$ cat config.mk
export PLATFORM = sky130hd
export DESIGN_NAME = receptor_medida_serial
export DESIGN_NICKNAME = d
export VERILOG_FILES = /design/src/rtl/receptor_medida_serial_pkg.sv /design/src/rtl/rx_serial_7O1.sv /design/src/rtl/receptor_medida_serial.sv
export SDC_FILE = /design/constraint.sdc
export NUM_CORES = 1
export LEC_CHECK = 0
export BUFFER_PORTS_ARGS = -buffer_cell sky130_fd_sc_hd__buf_2
export CORE_ASPECT_RATIO = 0.7
export CORE_MARGIN = 2
export CORE_UTILIZATION = 57
export DETAILED_ROUTE_END_ITERATION = 16
export PLACE_DENSITY = 0.77
export SLEW_MARGIN = 15
export SYNTH_ARGS = -nofsm -noshare
export SYNTH_HDL_FRONTEND = slang
export SYNTH_SLANG_ARGS = --single-unit
$ cat constraint.sdc
create_clock -name clock -period 3.1 [get_ports clock]
set_input_delay 0.775 -clock clock [delete_from_list [all_inputs] [get_ports clock]]
set_output_delay 0.775 -clock clock [all_outputs]
set_load 0.005 [all_outputs]
$ cat src/rtl/receptor_medida_serial_pkg.sv
// Shared constants for the serial measurement receiver:
// character codes, frame/receiver state encodings, default bit timing.
package receptor_medida_serial_pkg;

  localparam int CLKS_PER_BIT_PADRAO = 434;

  localparam logic [6:0] HEXA_30 = 7'h30;
  localparam logic [6:0] HEXA_23 = 7'h23;

  typedef enum logic [2:0] {
    ESPERA_D0  = 3'd0,
    ESPERA_D1  = 3'd1,
    ESPERA_D2  = 3'd2,
    ESPERA_FIM = 3'd3
  } estado_quadro_t;

  typedef enum logic [2:0] {
    RX_OCIOSO,
    RX_INICIO,
    RX_DADOS,
    RX_PARIDADE,
    RX_PARADA
  } rx_estado_t;

  // Odd parity holds when data plus parity bit carry an odd count of ones.
  function automatic logic paridade_ok(
    input logic [6:0] d,
    input logic       p
  );
    return ^{d, p};
  endfunction

endpackage

$ cat src/rtl/rx_serial_7O1.sv
// 7O1 UART character receiver: synchronizer, bit timing, parity/stop check.
// Ports: clock, reset (sync, low), rx -> dado[6:0], dado_valido, erro_paridade, erro_quadro.
module rx_serial_7O1
  import receptor_medida_serial_pkg::*;
#(
  parameter int CLKS_PER_BIT = CLKS_PER_BIT_PADRAO,
  parameter int SYNC_STAGES  = 2
) (
  input  logic       clock,
  input  logic       reset,
  input  logic       rx,
  output logic [6:0] dado,
  output logic       dado_valido,
  output logic       erro_paridade,
  output logic       erro_quadro
);

  localparam int CW = $clog2(CLKS_PER_BIT + 1);
  localparam logic [CW-1:0] CNT_UM   = CW'(1);
  localparam logic [CW-1:0] CNT_BIT  = CW'(CLKS_PER_BIT - 1);
  localparam logic [CW-1:0] CNT_MEIO = CW'(CLKS_PER_BIT / 2 - 1);

  logic [SYNC_STAGES-1:0] sync;
  logic rx_s, rx_ant;

  rx_estado_t    st, st_n;
  logic [CW-1:0] cnt, cnt_n;
  logic [2:0]    idx, idx_n;
  logic [6:0]    sr, sr_n;
  logic          par, par_n;
  logic          tick;

  assign rx_s = sync[SYNC_STAGES-1];
  assign tick = (cnt == CNT_BIT);
  assign dado = sr;

  // Synchronizer and edge history reset low so a line that is
  // already low at release never looks like a fresh start edge.
  always_ff @(posedge clock) begin
    if (!reset) begin
      sync   <= '0;
      rx_ant <= 1'b0;
      st     <= RX_OCIOSO;
      cnt    <= '0;
      idx    <= '0;
      sr     <= '0;
      par    <= 1'b0;
    end else begin
      sync[0] <= rx;
      for (int i = 1; i < SYNC_STAGES; i++)
        sync[i] <= sync[i-1];
      rx_ant <= rx_s;
      st     <= st_n;
      cnt    <= cnt_n;
      idx    <= idx_n;
      sr     <= sr_n;
      par    <= par_n;
    end
  end

  always_comb begin
    st_n          = st;
    cnt_n         = cnt + CNT_UM;
    idx_n         = idx;
    sr_n          = sr;
    par_n         = par;
    dado_valido   = 1'b0;
    erro_paridade = 1'b0;
    erro_quadro   = 1'b0;
    unique case (st)
      RX_OCIOSO: begin
        cnt_n = '0;
        if (!rx_s && rx_ant)
          st_n = RX_INICIO;
      end
      RX_INICIO: begin
        if (cnt == CNT_MEIO) begin
          cnt_n = '0;
          idx_n = '0;
          st_n  = rx_s ? RX_OCIOSO : RX_DADOS;
        end
      end
      RX_DADOS: begin
        if (tick) begin
          cnt_n = '0;
          sr_n  = {rx_s, sr[6:1]};
          idx_n = idx + 3'd1;
          if (idx == 3'd6)
            st_n = RX_PARIDADE;
        end
      end
      RX_PARIDADE: begin
        if (tick) begin
          cnt_n = '0;
          par_n = rx_s;
          st_n  = RX_PARADA;
        end
      end
      RX_PARADA: begin
        if (tick) begin
          cnt_n = '0;
          st_n  = RX_OCIOSO;
          if (!rx_s)
            erro_quadro = 1'b1;
          else if (!paridade_ok(sr, par))
            erro_paridade = 1'b1;
          else
            dado_valido = 1'b1;
        end
      end
      default: st_n = RX_OCIOSO;
    endcase
  end

endmodule

$ cat src/rtl/receptor_medida_serial.sv
// Receives "DDD#" frames over 7O1 serial and publishes a 12-bit distance.
// Ports: clock, reset (sync, low), RX -> distancia, pulses, db_estado.
module receptor_medida_serial
  import receptor_medida_serial_pkg::*;
#(
  parameter int CLKS_PER_BIT = CLKS_PER_BIT_PADRAO,
  parameter int SYNC_STAGES  = 2
) (
  input  logic        clock,
  input  logic        reset,
  input  logic        RX,
  output logic [11:0] distancia,
  output logic        medida_valida,
  output logic        erro_paridade,
  output logic        erro_quadro,
  output logic        erro_formato,
  output logic [2:0]  db_estado
);

  logic [6:0] dado;
  logic       rx_ok, rx_par, rx_qd;

  rx_serial_7O1 #(
    .CLKS_PER_BIT (CLKS_PER_BIT),
    .SYNC_STAGES  (SYNC_STAGES)
  ) u_rx (
    .clock         (clock),
    .reset         (reset),
    .rx            (RX),
    .dado          (dado),
    .dado_valido   (rx_ok),
    .erro_paridade (rx_par),
    .erro_quadro   (rx_qd)
  );

  estado_quadro_t estado, estado_n;
  logic [11:0] nib, nib_n;
  logic [11:0] dist_n;
  logic        mv_n, ep_n, eq_n, ef_n;
  logic [6:0]  dif;
  logic        eh_dig, eh_fim;

  // A digit is any code whose offset from '0' stays below 16.
  assign dif    = dado - HEXA_30;
  assign eh_dig = (dif[6:4] == 3'd0);
  assign eh_fim = (dado == HEXA_23);

  assign db_estado = estado;

  always_ff @(posedge clock) begin
    if (!reset) begin
      estado        <= ESPERA_D0;
      nib           <= '0;
      distancia     <= '0;
      medida_valida <= 1'b0;
      erro_paridade <= 1'b0;
      erro_quadro   <= 1'b0;
      erro_formato  <= 1'b0;
    end else begin
      estado        <= estado_n;
      nib           <= nib_n;
      distancia     <= dist_n;
      medida_valida <= mv_n;
      erro_paridade <= ep_n;
      erro_quadro   <= eq_n;
      erro_formato  <= ef_n;
    end
  end

  always_comb begin
    estado_n = estado;
    nib_n    = nib;
    dist_n   = distancia;
    mv_n     = 1'b0;
    ep_n     = 1'b0;
    eq_n     = 1'b0;
    ef_n     = 1'b0;
    if (rx_qd) begin
      eq_n     = 1'b1;
      estado_n = ESPERA_D0;
    end else if (rx_par) begin
      ep_n     = 1'b1;
      estado_n = ESPERA_D0;
    end else if (rx_ok) begin
      unique case (estado)
        ESPERA_D0: begin
          if (eh_dig) begin
            nib_n[11:8] = dif[3:0];
            estado_n    = ESPERA_D1;
          end else begin
            ef_n     = !eh_fim;
            estado_n = ESPERA_D0;
          end
        end
        ESPERA_D1: begin
          if (eh_dig) begin
            nib_n[7:4] = dif[3:0];
            estado_n   = ESPERA_D2;
          end else begin
            ef_n     = 1'b1;
            estado_n = ESPERA_D0;
          end
        end
        ESPERA_D2: begin
          if (eh_dig) begin
            nib_n[3:0] = dif[3:0];
            estado_n   = ESPERA_FIM;
          end else begin
            ef_n     = 1'b1;
            estado_n = ESPERA_D0;
          end
        end
        ESPERA_FIM: begin
          if (eh_fim) begin
            dist_n = nib;
            mv_n   = 1'b1;
          end else begin
            ef_n = 1'b1;
          end
          estado_n = ESPERA_D0;
        end
        default: estado_n = ESPERA_D0;
      endcase
    end
  end

endmodule
==> After elaboration in Yosys (flattened, before gate mapping) <==
Cells that the tools add are included.
{ "totals": {"output_inout_bits": 19, "wordCells": 99, "input_bits": 3, "ff_bits": 57} }
{ "op_classes": {"bitwise": 5, "n_mux": 36, "n_addsub": 3, "reduce_logical": 22, "n_eq_ne": 17} }
{ "ops": {"columns": ["cell", "count"], "rows": [
  ["$pmux W9 S3", 1],
  ["$mux W3", 8],
  ["$reduce_and A5 Y1", 4],
  ["$mux W1", 18],
  ["$mux W9", 2],
  ["$pmux W3 S5", 1],
  ["$eq A3 B2 Y1 const B", 4],
  ["$ne A2 B1 Y1 const B", 6],
  ["$add A9 B1 Y9 const B", 1],
  ["$eq A9 B8 Y1 const B", 1],
  ["$eq A9 B9 Y1 const B", 1],
  ["$logic_not A3 Y1", 3],
  ["$reduce_xor A8 Y1", 1],
  ["$eq A7 B6 Y1 const B", 1],
  ["$sub A7 B6 Y7 const B", 1],
  ["$eq A3 B1 Y1 const B", 2],
  ["$eq A3 B3 Y1 const B", 2],
  ["$mux W2", 3],
  ["$pmux W2 S3", 1],
  ["$pmux W3 S2", 1],
  ["$reduce_and A6 Y1", 1],
  ["$reduce_or A3 Y1", 2],
  ["$not A1 Y1", 5],
  ["$reduce_or A5 Y1", 1],
  ["9 further kinds", 12]
]} }

==> Logic depth before layout (Yosys ltp) <==
{ "logic_depth": {"word_depth": 7, "depth_mapped": 8, "mapped_depth_nobuf": 7} }

==> Cells and area by module <==
A second synthesis with hierarchy kept.
{ "unflattened": {"hier_cells": 269, "hier_area_um2": 2612.5} }
{ "modules_own_cells": {"columns": ["mod", "cells_per_inst", "area_per_inst_um2", "seq_area_each_um2", "instances"], "rows": [
  ["rx_serial_7O1", 142, 1353.8, 520.5, 1],
  ["receptor_medida_serial", 127, 1258.7, 600.6, 1]
]} }

==> Worst setup path after synthesis <==
OpenSTA, ideal clock, no wires.
{ "synth_path": {"path_type": "flip-flop to flip-flop", "start": "register u_rx.cnt[0]", "end": "register u_rx.cnt[2]", "slack_ns": 0.798, "path_buffers": 0, "synth_period_minus_slack_ns": 2.302, "stages_incl_launch_ff": 8, "required_time_ns": 2.963, "t_arrival_ns": 2.165, "setup_time_ns": 0.137, "cell_sequence": "dfxtp_1 -> inv_1 -> ha_1 -> or4b_1 -> or3_4 -> a32o_1 -> o31ai_2 -> nor2_1"} }
{ "synth_between": {"elab_chain_cells": 3, "elab_cells_between_ends": 6, "cone_classes": "add/sub (1); eq/ne (2); mux (3)"} }
{ "synth_lines": {"columns": ["item", "line_no", "rtl"], "rows": [
  ["start, declared", "rx_serial_7O1.sv:27", "logic [CW-1:0] cnt, cnt_n;"],
  ["start signal, assigned", "rx_serial_7O1.sv:54", "cnt <= cnt_n;"],
  ["$add A9 B1 Y9, or another cell as far along", "rx_serial_7O1.sv:63", "cnt_n = cnt + CNT_UM;"],
  ["$mux W9, on equally long branches", null, null],
  ["$pmux W9 S3 (*)", "rx_serial_7O1.sv:70", "unique case (st)"]
]} }
Every way passes the cells marked *; elsewhere a longest branch is shown, timed or not.
A chain may end at the register's enable or synchronous reset.

==> Worst setup path in the final report <==
{ "layout_path": {"start": "register u_rx.cnt[0]", "end": "register u_rx.cnt[6]"} }
The elaborated chain is that of the path after synthesis.

==> flow_summary.yaml <==
timing:
  fin_crit_ns: 2.58
  max_freq_ghz: 0.387
  hold_viol: 0
  tns_ns: 0
  hold_slack_ns: 0.447
  slew_viol_final: 0
  skew_ns: 0.00967
  worst_pin_slew_ns: 0.716
  rsz0062_at_grt: "false"
  maxSlewHeadroom_pct: 52.2
  final.period_utilization_pct: 83.3
  setup_viol: 0
worst_setup_path:
  path_delay_family: "simple AND/OR/NAND/NOR gates"
  critPathLaunchType: "flop"
  r2r-end: "u_rx.cnt[6]$_SDFF_PN0_"
  cp_num_buf_inv: 1
  path_class: "reg -> reg"
  crit_arrival_ns: 2.76
  crit_path_cell_trace: "inv_1 -> ha_1 -> or4b_1 -> or3_4 -> a32o_1 -> o31ai_2 -> nor2_1"
  end_kind: "flop"
  path_max_fanout: 9
  cpPeakStageDelay_ns: 0.62
  required_ns: 3.28
  rr_startpoint: "u_rx.cnt[0]$_SDFF_PN0_"
  critPathLaunch: "u_rx.cnt[0]$_SDFF_PN0_"
  reg2reg_depth: 7
  slowest_stage: "o31ai_2"
  r2r_setup_slack_ns: 0.52
place:
  post-dp-hpwl_mm: 3.34
  globalplace.congestion: 0.868
  portBuffers: 20
  post-place-cells: 332
synthesis:
  yosys_most_used_dff: "dfxtp_1"
  synth.top_cell.area_share_pct: 45.7
  ys_ff_latch: 56
  synth_area_um2: 2450
  ys_seq_area_share_pct: 45.7
  syn-num-nets: 278
  syn-instance-count: 265
  synth_most_common_cell: "dfxtp_1"
  synth_top_cell_by_area: "dfxtp_1"
  yosys-top-cells-count: "56 x dfxtp_1, 42 x nand2_1, 32 x mux2i_1, 32 x nor2_1, 11 x xnor2_1"
  yosysUniqueCellTypes: 39
  synth_area_leaders: "dfxtp_1 46%, mux2i_1 13%, nand2_1 6.4%"
  synth_edf_count: 0
  ys_async_sr_fraction_pct: 0
  synth_warnings: 0
  syn-mean-instance-area_um2: 9.26
detailed_routing:
  drtIter0Drc: 110
  drt_wl_total_mm: 4.69
  viasPerCell: 5.52
  drt-wirelength-per-cell_um: 13.8
  drc: 0
  dr.pass1.iters: 4
  num_vias: 1878
  ant_nets: 0
clock_network:
  ctsLongestPathBuffers: 2
  clock_latency_ns: 0.31
  cts.clk_slew.worst_paths_ns: 0.10
  clockRootBuffer: "clkbuf_8"
  htreeDepth: 2
  clock-sinks: 56
  post_cts_resized: 0
  postCtsSetupRepairBufs: 0
  cts_hold_repair.buffers: 0
  numCtsBuffers: 5
  cts_tree: "done"
power:
  power_frac_clock_pct: 34.2
  vdd.ir_drop.worst_v: 0.000348
  pwr-share-seq_pct: 62.3
  combPwrFrac_pct: 3.5
  netSwitchingPower_uw: 279
  p_sw_share_pct: 23.7
  p_int_uw: 899
  leakagePower_uw: 0.00104
  total_power_uw: 1180
  p_per_area_nw_per_um2: 435
job:
  drv_cap: 0
grt:
  grt_usage_pct: 21.9
  grt_start_max_net_pins: 38
  overflow: 0
  grt_antenna_before_repair: 0
  grt_pass1_vias: 1687
  grt_first_pass_wirelength_mm: 8.08
worst_hold_path:
  min_path_type: "reg -> reg"
  min_to: "u_rx.sync[1]$_SDFF_PN0_"
  min_path_cells: 1
  holdCritStartpoint: "u_rx.sync[0]$_SDFF_PN0_"
layout:
  syn2layout_area_growth_pct: 10.2
  final_nets: 300
  register_area_um2: 1120
  n_antenna_cell: 0
  layout-drive-gt1-share_pct: 13.5
  fillers: 319
  multiInputGateArea_um2: 1250
  final-instance-count-excl-fill: 340
floorplan:
  die_area_um2: 4860
  core.rowCount: 19
  die_height_um: 58.9
  core_region_area_um2: 4020
  die_x_um: 82.4
  start_util_pct: 61.1
  pin_count: 22
run_status:
  status: "complete, no violations"
-- routing by layer --
layer / vias to the layer above / share of wire (%) / wire length [um] / track usage, %
li1: 946 / - / - / -
met1: 878 / 53 / 2490 / 33.8
met2: 48 / 41 / 1920 / 29.7
met3: 6 / 5.1 / 239 / 5.98
met4: 0 / 0.83 / 39 / 5.95
met5: - / 0 / 0 / 0
-- power groups by stage --
stage / sequential (uW) / combinational [uW] / clock [uW]
floorplan: 743 / 38.3 / 0
global placement: 749 / 40.0 / 0
detailed placement: 750 / 40.3 / 0
CTS: 733 / 41.3 / 410
global route: 735 / 47.6 / 436
finish: 733 / 41.5 / 403
-- layout make-up --
type / count / area share, %
clock inverter: 3 / 0.786
timing repair buffer: 26 / 5.37
clock buffer: 5 / 2.54
sequential: 56 / 41.4
inverter: 10 / 1.39
multi-input combinational: 188 / 46.1
tap: 52 / 2.41
-- through the flow --
stage / setup WS (ns) / area (um2) / util [%]
final: 0.517 / 2710 / 67.3
after detailed placement: 0.540 / 2620 / 65.1
after floorplan: 0.798 / 2450 / -
after CTS: 0.528 / 2710 / 67.3
after global placement: 0.582 / 2620 / 65.1
after global routing: 0.336 / 2710 / 67.3
-- state kept, by name, indices dropped and copies added, names as in the netlist, 2 cells and up --
register / count
u_rx.st: 3
u_rx.idx: 3
u_rx.sync: 2
nib: 12
db_estado: 2
u_rx.dado: 7
u_rx.cnt: 9
distancia: 12
-- logic make-up after synthesis --
group                      share of synthesized area [%]
xor gates and xnor gates                            5.35
AOI/OAI and AO/OA                                   5.81
other                                              0.153
DFF                                                 45.7
muxes                                               13.0
and+or+nand+nor                                     21.3
adders and majority gates                           5.10
buffers and inverters                               3.57
-- layout by cell type (no fill, tap or decap), types with 2 or more instances in the layout --
cell type  synthesis  layout
nand3b_1           2       2
mux2i_1           32      32
nor4_1             3       3
and2_1             2       2
nor3b_1            2       2
o21ai_0            3       3
o31ai_1            3       3
nor3_1             6       6
xnor2_1           11      11
ha_1              10      10
dfxtp_1           56      56
nor2_1            32      32
inv_1             10      10
clkbuf_8           0       5
buf_4              2       6
a21oi_1            7       7
nand2_1           42      42
buf_2              0      20
xor2_1             4       4
o21a_1             2       2
nand3_1            8       8
or3_1              2       2
-- worst max path at each step --
stage	to	slack, ns	cells past startpoint
3_5_place_dp	u_rx.cnt[5]$_SDFF_PN0_	0.54	7
4_1_cts	u_rx.cnt[5]$_SDFF_PN0_	0.53	7
3_3_place_gp	u_rx.cnt[4]$_SDFF_PN0_	0.58	7
2_1_floorplan	u_rx.cnt[2]$_SDFF_PN0_	0.80	7
6_report	u_rx.cnt[6]$_SDFF_PN0_	0.52	7
5_1_grt	u_rx.cnt[5]$_SDFF_PN0_	0.34	7
-- worst reg2reg max path, cell delays in order, from the launching register on --
cell and delay [ns]:
dfxtp_1 0.37, inv_1 0.07, ha_1 0.12, or4b_1 0.43, or3_4 0.41, a32o_1 0.31
o31ai_2 0.62, nor2_1 0.12
Note: power is estimated with default switching activity, not from simulation.
